### config.mk
export PLATFORM = sky130hd
export DESIGN_NAME = game_phase_sequencer
export DESIGN_NICKNAME = d
export VERILOG_FILES = /design/src/rtl/game_pkg.sv /design/src/rtl/sec_down_counter.sv /design/src/rtl/game_phase_sequencer.sv
export SDC_FILE = /design/constraint.sdc
export NUM_CORES = 1
export LEC_CHECK = 0
export ABC_AREA = 1
export ABC_CLOCK_PERIOD_IN_PS = 2180
export BUFFER_PORTS_ARGS = -buffer_cell sky130_fd_sc_hd__buf_2
export CORE_MARGIN = 2
export CORE_UTILIZATION = 45
export DETAILED_ROUTE_END_ITERATION = 12
export PLACE_DENSITY_LB_ADDON = 0.25
export SYNTH_ARGS = -nofsm -noshare
export SYNTH_HDL_FRONTEND = slang
export SYNTH_SLANG_ARGS = --single-unit
### constraint.sdc
create_clock -name clk -period 2.18 [get_ports clk]
set_input_delay 0.109 -clock clk [delete_from_list [all_inputs] [get_ports clk]]
set_output_delay 0.109 -clock clk [all_outputs]
set_load 0.005 [all_outputs]
### src/rtl/game_pkg.sv
// Shared definitions for the game round sequencer.
//
// Contents:
//   phase_t            - round phase encoding, also driven on the phase output
//   DEF_COUNTDOWN_SECS - default countdown length in 1 Hz ticks
//   DEF_PLAY_SECS      - default play window length in 1 Hz ticks
package game_pkg;

  typedef enum logic [1:0] {
    PH_COUNTDOWN = 2'b00,
    PH_PLAY      = 2'b01,
    PH_OVER      = 2'b10,
    PH_UNUSED    = 2'b11
  } phase_t;

  localparam int DEF_COUNTDOWN_SECS = 5;
  localparam int DEF_PLAY_SECS      = 30;

endpackage

### src/rtl/sec_down_counter.sv
// Loadable 8-bit seconds down-counter with a tick enable.
//
// Ports:
//   clk        - system clock
//   reset      - synchronous active-high reset, loads RESET_VAL
//   tick       - decrement enable (one-clk pulse per second)
//   load       - load load_val; wins over tick
//   load_val   - value loaded when load is high
//   count      - registered counter value
//   count_next - value count takes on the next edge (lets the parent
//                register a copy of the count in step with it)
//   is_one     - count == 1, i.e. the next tick ends the phase
module sec_down_counter #(
  parameter logic [7:0] RESET_VAL = 8'd5
) (
  input  logic       clk,
  input  logic       reset,
  input  logic       tick,
  input  logic       load,
  input  logic [7:0] load_val,
  output logic [7:0] count,
  output logic [7:0] count_next,
  output logic       is_one
);

  // Decrement that holds at zero instead of wrapping to 255.
  function automatic logic [7:0] sat_dec(input logic [7:0] v);
    return (v == 8'd0) ? 8'd0 : v - 8'd1;
  endfunction

  always_comb begin
    count_next = count;
    if (load) begin
      count_next = load_val;
    end else if (tick) begin
      count_next = sat_dec(count);
    end
  end

  always_ff @(posedge clk) begin
    if (reset) begin
      count <= RESET_VAL;
    end else begin
      count <= count_next;
    end
  end

  assign is_one = (count == 8'd1);

endmodule

### src/rtl/game_phase_sequencer.sv
// Game round sequencer: countdown -> play window -> final-score hold.
// All timing comes from the 1 Hz tick enable; every output is registered.
//
// Optional feature: define GAME_HIGH_SCORE_EN to keep a best-score register
// and make the OVER display alternate final/high score on every tick.
// Without it high_score is tied to zero and OVER shows only the final score.
//
// Ports:
//   clk           - 100 MHz system clock
//   reset         - synchronous active-high reset (aborts the round)
//   tick_1hz      - one-clk pulse per second
//   start         - one-clk restart request, honoured only in OVER
//   score_in      - live score from the score counter
//   phase         - 00 COUNTDOWN, 01 PLAY, 10 OVER
//   time_left     - seconds left in the timed phase, 0 in OVER
//   display_value - value for the BCD converter
//   score_clear   - one-cycle pulse that zeroes the score counter
//   score_enable  - score counter may increment
//   led_enable    - mole LEDs visible
//   round_done    - one-cycle pulse on entry to OVER
//   high_score    - best score so far (zero when the feature is disabled)
module game_phase_sequencer
  import game_pkg::*;
#(
  parameter int COUNTDOWN_SECS = DEF_COUNTDOWN_SECS,
  parameter int PLAY_SECS      = DEF_PLAY_SECS,
  parameter int SCORE_W        = 32
) (
  input  logic               clk,
  input  logic               reset,
  input  logic               tick_1hz,
  input  logic               start,
  input  logic [SCORE_W-1:0] score_in,
  output logic [1:0]         phase,
  output logic [7:0]         time_left,
  output logic [SCORE_W-1:0] display_value,
  output logic               score_clear,
  output logic               score_enable,
  output logic               led_enable,
  output logic               round_done,
  output logic [SCORE_W-1:0] high_score
);

  localparam logic [7:0] CD_LOAD = 8'(COUNTDOWN_SECS);
  localparam logic [7:0] PL_LOAD = 8'(PLAY_SECS);

  phase_t             phase_q, phase_d;
  logic               cnt_tick, cnt_load, cnt_is_one;
  logic [7:0]         cnt_load_val, cnt_q, cnt_next;
  logic [SCORE_W-1:0] final_q, final_d;
  logic [SCORE_W-1:0] display_q, display_d;
  logic               score_clear_q, score_clear_d;
  logic               round_done_q, round_done_d;
  logic               play_q;

`ifdef GAME_HIGH_SCORE_EN
  logic [SCORE_W-1:0] high_q, high_d;
  logic               show_high_q, show_high_d;
`endif

  sec_down_counter #(
    .RESET_VAL (CD_LOAD)
  ) u_sec_cnt (
    .clk        (clk),
    .reset      (reset),
    .tick       (cnt_tick),
    .load       (cnt_load),
    .load_val   (cnt_load_val),
    .count      (cnt_q),
    .count_next (cnt_next),
    .is_one     (cnt_is_one)
  );

  // Next-state and next-output logic
  always_comb begin
    phase_d       = phase_q;
    cnt_tick      = 1'b0;
    cnt_load      = 1'b0;
    cnt_load_val  = 8'd0;
    score_clear_d = 1'b0;
    round_done_d  = 1'b0;
    final_d       = final_q;
`ifdef GAME_HIGH_SCORE_EN
    // The final score lands in final_q on entry to OVER, so the comparison
    // is made one cycle later, while round_done is showing.
    high_d        = (round_done_q && (final_q > high_q)) ? final_q : high_q;
    show_high_d   = show_high_q;
`endif

    case (phase_q)
      PH_COUNTDOWN: begin
        if (tick_1hz) begin
          if (cnt_is_one) begin
            phase_d       = PH_PLAY;
            cnt_load      = 1'b1;
            cnt_load_val  = PL_LOAD;
            score_clear_d = 1'b1;
          end else begin
            cnt_tick = 1'b1;
          end
        end
      end
      PH_PLAY: begin
        if (tick_1hz) begin
          if (cnt_is_one) begin
            phase_d      = PH_OVER;
            cnt_load     = 1'b1;
            cnt_load_val = 8'd0;
            final_d      = score_in;
            round_done_d = 1'b1;
          end else begin
            cnt_tick = 1'b1;
          end
        end
      end
      PH_OVER: begin
        // start outranks a coincident tick; ticks never touch the counter here.
        if (start) begin
          phase_d       = PH_COUNTDOWN;
          cnt_load      = 1'b1;
          cnt_load_val  = CD_LOAD;
          score_clear_d = 1'b1;
`ifdef GAME_HIGH_SCORE_EN
          show_high_d   = 1'b0;
`endif
        end
`ifdef GAME_HIGH_SCORE_EN
        else if (tick_1hz) begin
          show_high_d = ~show_high_q;
        end
`endif
      end
      default: begin
        // Unreachable encoding: restart the round cleanly.
        phase_d       = PH_COUNTDOWN;
        cnt_load      = 1'b1;
        cnt_load_val  = CD_LOAD;
        score_clear_d = 1'b1;
`ifdef GAME_HIGH_SCORE_EN
        show_high_d   = 1'b0;
`endif
      end
    endcase

    case (phase_d)
      PH_COUNTDOWN: display_d = SCORE_W'(cnt_next);
      PH_PLAY:      display_d = score_in;
      default: begin
`ifdef GAME_HIGH_SCORE_EN
        display_d = show_high_d ? high_d : final_d;
`else
        display_d = final_d;
`endif
      end
    endcase
  end

  // Registered state and outputs
  always_ff @(posedge clk) begin
    if (reset) begin
      phase_q       <= PH_COUNTDOWN;
      final_q       <= '0;
      display_q     <= SCORE_W'(CD_LOAD);
      score_clear_q <= 1'b1;
      round_done_q  <= 1'b0;
      play_q        <= 1'b0;
`ifdef GAME_HIGH_SCORE_EN
      high_q        <= '0;
      show_high_q   <= 1'b0;
`endif
    end else begin
      phase_q       <= phase_d;
      final_q       <= final_d;
      display_q     <= display_d;
      score_clear_q <= score_clear_d;
      round_done_q  <= round_done_d;
      play_q        <= (phase_d == PH_PLAY);
`ifdef GAME_HIGH_SCORE_EN
      high_q        <= high_d;
      show_high_q   <= show_high_d;
`endif
    end
  end

  assign phase         = phase_q;
  assign time_left     = cnt_q;
  assign display_value = display_q;
  assign score_clear   = score_clear_q;
  assign score_enable  = play_q;
  assign led_enable    = play_q;
  assign round_done    = round_done_q;
`ifdef GAME_HIGH_SCORE_EN
  assign high_score    = high_q;
`else
  assign high_score    = '0;
`endif

endmodule

-- Yosys cells after proc, flatten, opt, wreduce, memory -nomap -nowiden
Cells that the tools add are included.
- register bits after elaboration: 77
- input port bits: 36
- output and inout port bits: 78
- word-level logic and storage cells: 43
- add/sub/neg operators: 1
- equal/unequal tests: 4
- muxes and demuxes: 25
- bitwise logic cells: 1
- reductions and logical operators: 5
- operators by type and width (kind ; count):
    $mux W32 ; 3
    $pmux W32 S2 ; 1
    $mux W8 ; 3
    $pmux W8 S3 ; 1
    $mux W2 ; 5
    $mux W5 ; 2
    $eq A8 B1 Y1 const B ; 1
    $logic_not A8 Y1 ; 1
    $sub A8 B1 Y8 const B ; 1
    $mux W1 ; 6
    $pmux W2 S3 ; 1
    $eq A2 B1 Y1 const B ; 2
    $logic_not A2 Y1 ; 2
    $reduce_or A2 Y1 ; 2
    $mux W3 ; 1
    $pmux W1 S3 ; 1
    $eq A2 B2 Y1 const B ; 1
    $pmux W1 S2 ; 1
    $not A1 Y1 ; 1

-- Depth between registers and ports, before layout
Gate-level depths: netlist of the first run.
- depth after elaboration: 7
- mapped depth: 12
- mapped depth without buffers: 12

-- Cells and area by module
From an unflattened synthesis of the first run, not the netlist that was laid out.
- cells, all modules: 444
- area, all modules: 3405.8 um2
- by module, submodules not included (module ; times used ; cells each ; area each (um2) ; sequential area each (um2)):
    game_phase_sequencer ; 1 ; 352 ; 2807.7 ; 1381.3
    sec_down_counter ; 1 ; 92 ; 598.1 ; 160.2

-- Worst setup path after synthesis of the first run
No wires, ideal clock.
- path type: reg-to-reg
- start point: register u_sec_cnt.count[1]
- end point: register display_q[0], in the netlist display_value[0]
- library setup time: 113 ps
- arrival time: 1531 ps
- required time: 2067 ps
- slack: 536 ps
- stages on the path, launching flop included: 13
- buffers on the path: 1
- clock period less this slack: 1644 ps
- path through: dfxtp_1 > inv_1 > ha_1 > nand2_4 > nor2_8 > nand3_4 > clkinv_4 > buf_6 > nand2_1 > nand3_1 > nand2_1 > nor2_1 > nand2_1
- longest elaborated chain between the ends: 7
- elaborated cells between the ends (all ways): 22
- classes of those cells: eq/ne (2); mux (18); reduce/logical (2)
- ends and longest elaborated chain (item ; line ; text):
    start: declaration ; sec_down_counter.sv:21 ; output logic [7:0] count,
    start signal: assignment ; sec_down_counter.sv:44 ; count <= count_next;
    $eq A8 B1 Y1 ; sec_down_counter.sv:48 ; assign is_one = (count == 8'd1);
    $mux W1 ; game_phase_sequencer.sv:93, game_phase_sequencer.sv:105 ;
    $mux W1 ; game_phase_sequencer.sv:104 ; if (tick_1hz) begin
    $mux W1 ; - ;
    $mux W8 ; sec_down_counter.sv:35 ; end else if (tick) begin
    $mux W8 ; sec_down_counter.sv:33 ; if (load) begin
    $pmux W32 S2 * ; game_phase_sequencer.sv:145 ; case (phase_d)
    end signal: assignment ; game_phase_sequencer.sv:163 ; display_q <= SCORE_W'(CD_LOAD);
    end signal: assignment ; game_phase_sequencer.sv:174 ; display_q <= display_d;
    end: declaration ; game_phase_sequencer.sv:51 ; logic [SCORE_W-1:0] display_q, display_d;
Mark *: on every way between the ends. The rest lies on a longest branch, timed or not.
A chain may end at the register's enable or synchronous reset.

-- Worst setup path in the final report of the first run
- start point: register u_sec_cnt.count[1]
- end point: register display_q[29], in the netlist display_value[29]
- longest elaborated chain between the ends: 6
- elaborated cells between the ends (all ways): 12
- classes of those cells: eq/ne (2); mux (9); reduce/logical (1)
- ends and longest elaborated chain (item ; line ; text):
    $eq A8 B1 Y1 * ; sec_down_counter.sv:48 ;
    $mux W2 (on tied branches) ; game_phase_sequencer.sv:105, game_phase_sequencer.sv:93 ;
    $mux W2 (on tied branches) ; game_phase_sequencer.sv:104, game_phase_sequencer.sv:92 ;
    $pmux W2 S3 ; game_phase_sequencer.sv:90 ; case (phase_q)
    $eq A2 B1 Y1 or $logic_not A2 Y1 (tied branches) ; game_phase_sequencer.sv:145 ;
    $pmux W32 S2 * ; game_phase_sequencer.sv:145 ;
Marked as above.

==> impl_results.md, run 1 <==
* Top cells by area, synth: dfxtp_1 (44%), nand2_1 (10%), buf_4 (8.2%)
* Worst Hold Launch: score_in[24]
* Post-synthesis sequential area ratio at 0.442
* Period minus WS final at 1960 ps
* Drt initial violations at 102
* Global-route wire length before repair at 11.6 mm
* Die width at 92.0 microns
* Area fraction of the dominant cell type after synthesis at 0.442
* Starting Density at 0.458
* Worst Path Arrival at 2170 ps
* Nets at 564
* Final WS setup at 223 ps
* Cell taking the most area after synthesis: dfxtp_1
* PwrDens at 804 nW/um^2
* Clock Pin Slew Worst Setup and Hold Paths at 80 ps
* Total Neg Setup Slack at 0 ps
* Layout fillers at 814
* Dpl hpwl at 5.03 mm
* Worst Hold Path EP: display_value[24]
* Crit-path max FO at 30
* CTS tree: yes
* Mean Syn Cell Area at 7.83 sq um
* Final slew viol count at 0
* Worst Reg-to-Reg Cells at 10
* Post-synthesis compound-gate area fraction at 0.133
* Core area at 7610 sq um
* Placed Cells at 615
* Crit-path cells: inv_1 > ha_1 > nand2_4 > nor2_8 > nand3_4 > clkinv_4 > buf_12 > nand2_1 > o21ai_1 > o22ai_2
* Maxcap violations at 0
* Crit-path max cell delay at 320 ps
* Drt pass-1 iters at 4
* Final WL at 7.10 mm
* Die ar. at 8470 sq um
* VDD IR-drop max at 342 uV
* Pre-CTS setup slack at 235 ps
* Drt drc at 0
* Placer Congestion at 0.858
* Main combinational cell family by area after synthesis: simple AND/OR/NAND/NOR gates
* Worst hold path depth at 3
* Syn Std Cell Area at 3490 sq um
* Post-synthesis mux area share at 0
* Hold Path Class: in2reg
* Leak at 2.01 nW
* Via count at 2,834
* Flop-to-flop setup slack at 220 ps
* Largest net degree at the start of global routing at 41
* Clk root buf: clkbuf_8
* Vias per Instance at 4.48
* Num rows at 32
* Crit path kind: reg2reg
* Status: completed
* Xor/xnor share of the synthesized area at 0.00251
* Post-synthesis cell type count at 32
* Post-CTS sizing at 0
* Top Family by Delay on Critical Path: buffers and inverters
* WL per Instance at 11.2 microns
* IO Count at 114
* Overall routing resource usage at 0.172
* Worst Skew at 12.6 ps
* Skew-Pair Late Insertion Delay at 340 ps
* Pwr Total at 3.21 mW
* ANT nets after route at 0
* Slowest stage cell on the critical path: dfxtp_1
* Ratio of cells with drive above 1 in the final layout at 0.243
* CP required at 2390 ps
* Post-Synth Adder-Cell Area at 0.0108
* CTS max path bufs at 2
* Worst setup SP type: register
* Simple-gate share of the synthesized area at 0.245
* #FFs+latches synth at 77
* Cell Count, Final, Fillers Out at 632
* Worst flop-to-flop path endpoint: display_value[29]
* Fmax at 0.511 GHz
* Crit path buf inv count at 3
* Ant. Diodes at 0
* Area grow syn2layout at 14.7%
* Crit. End Element: register
* GRT overflow at 0
* Final worst path period share at 0.898
* IO buf count at 81
* Initial antenna violation count at 0
* Ys Warns at 0
* FF-to-FF Start: u_sec_cnt.count[1]
* Syn Inst Count at 445
* Levels on crit path at 10
* Post-route core utilization at 0.525
* RSZ-0062 raised after global routing: false
* Vias in the first global route at 2,596
* Num CTS Buffers at 9
* H-tree levels at 3
* Fin. Hold Viols at 0
* Die height at 92.0 microns
* CTS Sinks at 77
* Count of final setup violators at 0
[Yosys cell counts (all sizes together)]
cell type   n
nand2      99
dfxtp      77
nor2       69
inv        59
buf        43
o21ai      29
o22ai      24
nand3      17
nand4       7
a21oi       6
clkbuf      4
ha          3
clkinv      2
o21bai      2
and3        1
conb        1
nor3        1
xnor2       1
[cell type report]
class	count	area [sq um]	share of cell area
Clock inverter	4	25.0	0.00626
Clock buffer	12	135	0.0338
Timing Repair Buffer	85	450	0.113
Inverter	61	234	0.0585
Sequential cell	77	1540	0.386
Tap cell	102	128	0.0319
Multi-Input combinational cell	291	1480	0.371
[what timing repair did]
action | in CTS | in global routing
hold buffers | 1 | 0
setup buffers | 0 | 0
endpoints found under the hold margin | 1 | 0
[kinds of logic after synthesis]
group                    after synthesis
other                                  1
AND/OR/NAND/NOR                      194
buffers and inverters                108
adder cells (fa/ha/maj)                3
flip-flops                            77
XOR/XNOR                               1
AO/OA/AOI/OAI                         61
[through the flow]
stage	hold slack [ps]	cell area, sq um
5_1_grt	59.5	4000
3_5_place_dp	349	3830
2_1_floorplan	220	3600
6_report	59.6	4000
3_3_place_gp	342	3830
4_1_cts	47.6	4000
[worst max path at each step]
stage | endpoint | startpoint | slack, ps
4_1_cts | display_value[29] | u_sec_cnt.count[1] | 210
2_1_floorplan | display_value[0] | u_sec_cnt.count[1] | 540
3_3_place_gp | display_value[27] | u_sec_cnt.count[1] | 290
5_1_grt | display_value[7] | u_sec_cnt.count[1] | 30
6_report | display_value[29] | u_sec_cnt.count[1] | 220
3_5_place_dp | display_value[29] | u_sec_cnt.count[1] | 240
[flip-flops by register name, indices dropped and copies added (netlist names)]
| name | count |
|---|---|
| phase | 2 |
| display_value | 32 |
| u_sec_cnt.count | 8 |
| round_done | 1 |
| led_enable | 1 |
| score_clear | 1 |
| final_q | 32 |
[report_power, final]
| part | internal (mW) | switching [mW] | leakage (nW) |
|---|---|---|---|
| clock | 0.411 | 0.503 | 0.0764 |
| sequential | 1.51 | 0.0586 | 0.623 |
| combinational | 0.274 | 0.453 | 1.31 |
[cell usage in the layout, fill, tap and decap left out]
cell type and count:
clkinv_4 1, conb_1 32, and3_1 1, nand3_1 15, buf_12 1, o21ai_0 4, nand4_1 7, dlygate4sd3_1 1
o22ai_1 5, a21oi_1 6, nand2_1 93, nand2_2 1, nand3_4 1, xnor2_1 1, buf_4 2, nor2_2 1
nor2_8 1, o22ai_2 19, nor2_4 1, clkinv_2 2, clkinv_1 1, nand2_4 5, inv_1 59, clkbuf_1 3
nor3_1 1, o21ai_1 24, clkbuf_8 9, buf_2 81, nor2_1 66, o21bai_1 2, ha_1 3, dfxtp_1 77
o21ai_2 1, nand3_2 1, clkinvlp_4 2
[worst reg2reg max path, stage by stage (launching register included)]
cell,delay [ps]
dfxtp_1,320
inv_1,130
ha_1,230
nand2_4,90
nor2_8,180
nand3_4,180
clkinv_4,220
buf_12,200
nand2_1,60
o21ai_1,130
o22ai_2,90
[routing by layer]
layer  GRT usage  part of all wire  vias to the layer above
met5           0                 0                        -
li1            -                 -                     1489
met3      0.0394             0.056                        9
met4      0.0808             0.017                        0
met1       0.209              0.45                     1248
met2       0.287              0.48                       88
Note: power is estimated with default switching activity, not from simulation.
==> run 2, diff against run 1 <==
--- a/config.mk
+++ b/config.mk
@@ -6,12 +6,13 @@
 export NUM_CORES = 1
 export LEC_CHECK = 0
 export ABC_AREA = 1
-export ABC_CLOCK_PERIOD_IN_PS = 2180
+export ABC_CLOCK_PERIOD_IN_PS = 1790
 export BUFFER_PORTS_ARGS = -buffer_cell sky130_fd_sc_hd__buf_2
 export CORE_MARGIN = 2
 export CORE_UTILIZATION = 45
 export DETAILED_ROUTE_END_ITERATION = 12
 export PLACE_DENSITY_LB_ADDON = 0.25
+export SETUP_SLACK_MARGIN = 0.3
 export SYNTH_ARGS = -nofsm -noshare
 export SYNTH_HDL_FRONTEND = slang
 export SYNTH_SLANG_ARGS = --single-unit
==> constraint.sdc (replaced) <==
create_clock -name clk -period 1.79 [get_ports clk]
set_input_delay 0.0895 -clock clk [delete_from_list [all_inputs] [get_ports clk]]
set_output_delay 0.0895 -clock clk [all_outputs]
set_load 0.005 [all_outputs]
==> run 2 against run 1 <==
Highest routed layer unchanged. Sequential share of layout area shrank 5.8 points. Total power increased by 35%. Wire length up 22%. Global-route usage rose by 2.4 points. Largest cell class is now multi-input gates. Cell area rose by 19%.
==> impl_results.md, run 2 (synthesis results as in run 1) <==
* Placer Congestion at 0.933
* Slowest stage cell on the critical path: dfxtp_4
* Worst Hold Launch: score_in[14]
* Initial antenna violation count at 0
* Crit. End Element: register
* Worst Reg-to-Reg Cells at 10
* Worst hold path depth at 3
* Status: completed
* Dpl hpwl at 5.24 mm
* Fin. Hold Viols at 0
* Ant. Diodes at 0
* Worst Path Arrival at 1880 ps
* Crit path buf inv count at 4
* Vias per Instance at 4.70
* ANT nets after route at 0
* Overall routing resource usage at 0.196
* Period minus WS final at 1630 ps
* Die height at 92.0 microns
* Total Neg Setup Slack at 0 ps
* FF-to-FF Start: u_sec_cnt.count[1]
* Final worst path period share at 0.912
* Starting Density at 0.458
* Crit path kind: reg2reg
* Leak at 2.29 nW
* Pre-CTS setup slack at 121 ps
* Fmax at 0.613 GHz
* Num CTS Buffers at 9
* GRT overflow at 0
* Final WS setup at 158 ps
* Hold Path Class: in2reg
* VDD IR-drop max at 501 uV
* Final slew viol count at 0
* Clk root buf: clkbuf_8
* Crit-path cells: inv_4 > ha_4 > nand2_4 > nor2_8 > nand3_4 > clkinv_8 > buf_4 > clkbuf_16 > o21ai_2 > o22ai_2
* Worst flop-to-flop path endpoint: display_value[13]
* Nets at 589
* CTS Sinks at 77
* Ratio of cells with drive above 1 in the final layout at 0.408
* Maxcap violations at 0
* CP required at 2030 ps
* Skew-Pair Late Insertion Delay at 350 ps
* Top Family by Delay on Critical Path: buffers and inverters
* Clock Pin Slew Worst Setup and Hold Paths at 80 ps
* WL per Instance at 13.2 microns
* Drt drc at 0
* CTS max path bufs at 2
* Vias in the first global route at 2,769
* Flop-to-flop setup slack at 160 ps
* Crit-path max FO at 11
* IO Count at 114
* Count of final setup violators at 0
* Worst Skew at 9.84 ps
* Num rows at 32
* Commonest non-fill, non-tap cells in the layout: buf_2 (81), nand2_1 (78), dfxtp_1 (72)
* Drt initial violations at 80
* Worst Hold Path EP: display_value[14]
* Largest net degree at the start of global routing at 41
* Area grow syn2layout at 36.3%
* Die ar. at 8470 sq um
* H-tree levels at 3
* Crit-path max cell delay at 370 ps
* Via count at 3,085
* IO buf count at 81
* Die width at 92.0 microns
* Most common cell after layout, fill and taps aside: buf_2
* Drt pass-1 iters at 4
* CTS tree: yes
* RSZ-0062 raised after global routing: true
* Worst setup SP type: register
* Global-route wire length before repair at 13.1 mm
* PwrDens at 915 nW/um^2
* Core area at 7610 sq um
* Final WL at 8.64 mm
==> run 2: changes by cell type in the layout (fill, tap and decap cells not counted), sizes merged <==
cell | before | now
inv | 59 | 60
buf | 84 | 107
bufinv | 0 | 1
clkbuf | 12 | 11
==> run 2: timing repair <==
item                                    in CTS  in global routing
hold buffers                                 1                  0
cloned                                       2                  2
endpoints found under the hold margin        1                  0
endpoints found under the setup margin      60                 69
pin swaps                                   10                 13
setup buffers                               12                  3
resized for setup                           49                 52
==> run 2: layer usage <==
metal | GRT usage | up-vias | share of wire
li1 | - | 1535 | -
met1 | 0.245 | 1439 | 0.44
met2 | 0.333 | 97 | 0.49
met3 | 0.0435 | 14 | 0.055
met4 | 0.0684 | 0 | 0.015
met5 | 0 | - | 0
==> run 2: metrics by stage <==
stage | area [sq um] | hold slack (ps) | total power, mW | util | std cells
floorplan | 3640 | 200 | 2.63 | - | 476
global placement | 3940 | 324 | 2.88 | 0.518 | 621
detailed placement | 3940 | 335 | 2.89 | 0.518 | 621
CTS | 4510 | 18.6 | 4.24 | 0.593 | 651
global route | 4750 | 21.2 | 4.57 | 0.625 | 656
finish | 4750 | 19.2 | 4.35 | 0.625 | 656
==> run 2: layout make-up <==
type	count	area, sq um
sequential	77	1560
timing repair buffer	110	778
inverter	61	246
multi-input combinational	291	1860
tap	102	128
clock inverter	6	63.8
clock buffer	9	124
fill	668	2860
==> run 2: power by group <==
| group | internal, mW | switching [mW] | total (mW) |
|---|---|---|---|
| Sequential | 1.85 | 0.0807 | 1.93 |
| Clock | 0.636 | 0.650 | 1.29 |
| Combinational | 0.477 | 0.653 | 1.13 |
| Total | 2.96 | 1.38 | 4.35 |
==> run 2: worst max path at each step <==
stage | from | end | slack [ps] | cells after the start
global placement | u_sec_cnt.count[1] | display_value[7] | 150 | 9
floorplan | u_sec_cnt.count[1] | display_value[0] | 280 | 12
global route | u_sec_cnt.count[6] | display_value[0] | 70 | 11
finish | u_sec_cnt.count[1] | display_value[13] | 160 | 10
detailed placement | u_sec_cnt.count[3] | display_value[20] | 120 | 9
CTS | u_sec_cnt.count[1] | display_value[20] | 160 | 9
==> run 2: tightest hold or removal path, stage by stage <==
cell	delay, ps
buf_2	100
inv_1	70
o22ai_2	80
==> run 3, diff against run 2 <==
--- a/config.mk
+++ b/config.mk
@@ -6,7 +6,7 @@
 export NUM_CORES = 1
 export LEC_CHECK = 0
 export ABC_AREA = 1
-export ABC_CLOCK_PERIOD_IN_PS = 1790
+export ABC_CLOCK_PERIOD_IN_PS = 1900
 export BUFFER_PORTS_ARGS = -buffer_cell sky130_fd_sc_hd__buf_2
 export CORE_MARGIN = 2
 export CORE_UTILIZATION = 45
==> constraint.sdc (replaced) <==
create_clock -name clk -period 1.9 [get_ports clk]
set_input_delay 0.095 -clock clk [delete_from_list [all_inputs] [get_ports clk]]
set_output_delay 0.095 -clock clk [all_outputs]
set_load 0.005 [all_outputs]
==> run 3 against run 2 <==
Clock skew increased by 3.5 ps. Count of clock-buffer cells in the layout is the same. Cell count grew 3.4%. Sequential power shrank 6%. Largest power group unchanged.
==> impl_results.md, run 3 (synthesis results as in run 1) <==
* Num CTS Buffers at 9
* Die height at 92.0 microns
* FF-to-FF Start: phase[1]
* Vias in the first global route at 2,914
* Drt drc at 0
* Cell Count, Final, Fillers Out at 678
* Fin. Hold Viols at 0
* Flop-to-flop setup slack at 260 ps
* Maxcap violations at 0
* Final worst path period share at 0.865
* Ratio of cells with drive above 1 in the final layout at 0.448
* Starting Density at 0.458
* Clk root buf: clkbuf_8
* Leak at 2.50 nW
* Worst Skew at 13.3 ps
* Overall routing resource usage at 0.205
* Switching power at 1.40 mW
* Num rows at 32
* Clock Pin Slew Worst Setup and Hold Paths at 90 ps
* Crit-path max FO at 15
* Crit. End Element: register
* Pre-CTS setup slack at 104 ps
* Initial antenna violation count at 0
* Area grow syn2layout at 45.7%
* GRT overflow at 0
* Skew-Pair Late Insertion Delay at 360 ps
* Layout fillers at 619
* Gate power share at 0.270
* Internal at 3.02 mW
* Vias per Instance at 4.73
* CP required at 2150 ps
* ANT nets after route at 0
* Core area at 7610 sq um
* Die width at 92.0 microns
* Hold Path Class: in2reg
* Placed Cells at 622
* RSZ-0062 raised after global routing: true
* Dpl hpwl at 5.17 mm
* Commonest non-fill, non-tap cells in the layout: buf_2 (81), dfxtp_1 (68), nand2_1 (67)
* Count of final setup violators at 0
* Global-route wire length before repair at 13.6 mm
* Worst Hold Launch: score_in[20]
* IO Count at 114
* WL per Instance at 13.8 microns
* VDD IR-drop max at 647 uV
* Clock power frac at 0.318
* Final WS setup at 257 ps
* Sw Share at 0.316
* Sequential share of power at 0.412
* Fmax at 0.608 GHz
* Final WL at 9.38 mm
* Nets at 610
* Worst Path Arrival at 1890 ps
* Ant. Diodes at 0
* CTS tree: yes
* Crit path kind: reg2reg
* Worst hold path depth at 3
* CTS max path bufs at 2
* WHS at 21.8 ps
* Worst flop-to-flop path endpoint: display_value[9]
* Drt pass-1 iters at 4
* CTS Sinks at 77
* IO buf count at 81
* FF+latch area at 1560 sq um
* Drt initial violations at 118
* Period minus WS final at 1640 ps
* Die ar. at 8470 sq um
* Placer Congestion at 0.897
* Largest net degree at the start of global routing at 41
* PwrDens at 870 nW/um^2
* Most common cell after layout, fill and taps aside: buf_2
* H-tree levels at 3
* Worst Reg-to-Reg Cells at 9
* Status: completed
* Multi-input gate area at 1960 sq um
* Worst setup SP type: register
* Worst Hold Path EP: display_value[20]
* Total Neg Setup Slack at 0 ps
* Via count at 3,207
* Final slew viol count at 0
-- run 3: changes by cell type in the layout (fill, tap and decap cells not counted), moves of 3 or more --
cell,before,now
buf_4,16,31
nand2_8,0,4
nand2_4,9,15
buf_6,2,5
dfxtp_2,2,7
nor2_2,10,7
nand2_1,78,67
nor2_1,54,57
dfxtp_1,72,68
-- run 3: layout make-up --
class | count | share of cell area
inverter | 61 | 0.0510
clock buffer | 9 | 0.0244
clock inverter | 7 | 0.0195
timing repair buffer | 129 | 0.185
timing repair inverter | 1 | 0.00320
sequential | 77 | 0.307
tap | 102 | 0.0251
multi-input combinational | 292 | 0.385
-- run 3: worst max-delay path by stage --
| stage | from | cells past startpoint | to | slack (ps) |
|---|---|---|---|---|
| 2_1_floorplan | u_sec_cnt.count[1] | 12 | display_value[0] | 310 |
| 3_3_place_gp | u_sec_cnt.count[1] | 10 | display_value[29] | 160 |
| 3_5_place_dp | u_sec_cnt.count[1] | 10 | final_q[10] | 100 |
| 4_1_cts | u_sec_cnt.count[1] | 12 | display_value[4] | 270 |
| 5_1_grt | phase[1] | 11 | display_value[5] | 170 |
| 6_report | phase[1] | 9 | display_value[9] | 260 |
-- run 3: power groups by stage --
stage / logic [mW] / registers [mW] / clock network (mW)
3_5_place_dp: 0.865 / 1.84 / 0
6_report: 1.19 / 1.82 / 1.41
3_3_place_gp: 0.862 / 1.83 / 0
4_1_cts: 1.02 / 1.81 / 1.40
5_1_grt: 1.32 / 1.83 / 1.48
2_1_floorplan: 0.606 / 1.85 / 0
-- run 3: critical path, stage by stage, from the launching register on --
cell,delay (ps)
dfxtp_2,360
inv_1,70
nand2_2,110
clkinvlp_4,170
nand3_4,140
buf_12,160
clkinv_16,90
buf_16,180
o21ai_4,160
o22ai_2,90
-- run 3: per-stage QoR --
step / total power, mW / util / area [sq um]
final: 4.42 / 0.668 / 5080
after global routing: 4.63 / 0.668 / 5080
after CTS: 4.23 / 0.610 / 4640
after detailed placement: 2.70 / 0.512 / 3890
after global placement: 2.70 / 0.512 / 3890
after floorplan: 2.46 / - / 3600
-- run 3: per-layer routing --
| layer | track usage | wire length, microns | vias to the layer above |
|---|---|---|---|
| li1 | - | - | 1589 |
| met5 | 0 | 0 | - |
| met1 | 0.239 | 3770 | 1478 |
| met3 | 0.0329 | 458 | 28 |
| met2 | 0.362 | 4890 | 112 |
| met4 | 0.103 | 261 | 0 |
-- run 3: repair_timing --
item	4_1_cts	5_1_grt
pin swaps	13	26
setup buffers	23	10
endpoints found under the setup margin	58	65
gates cloned	5	0
hold buffers	2	0
hold endpoints to repair	2	0
gates resized for setup	56	88
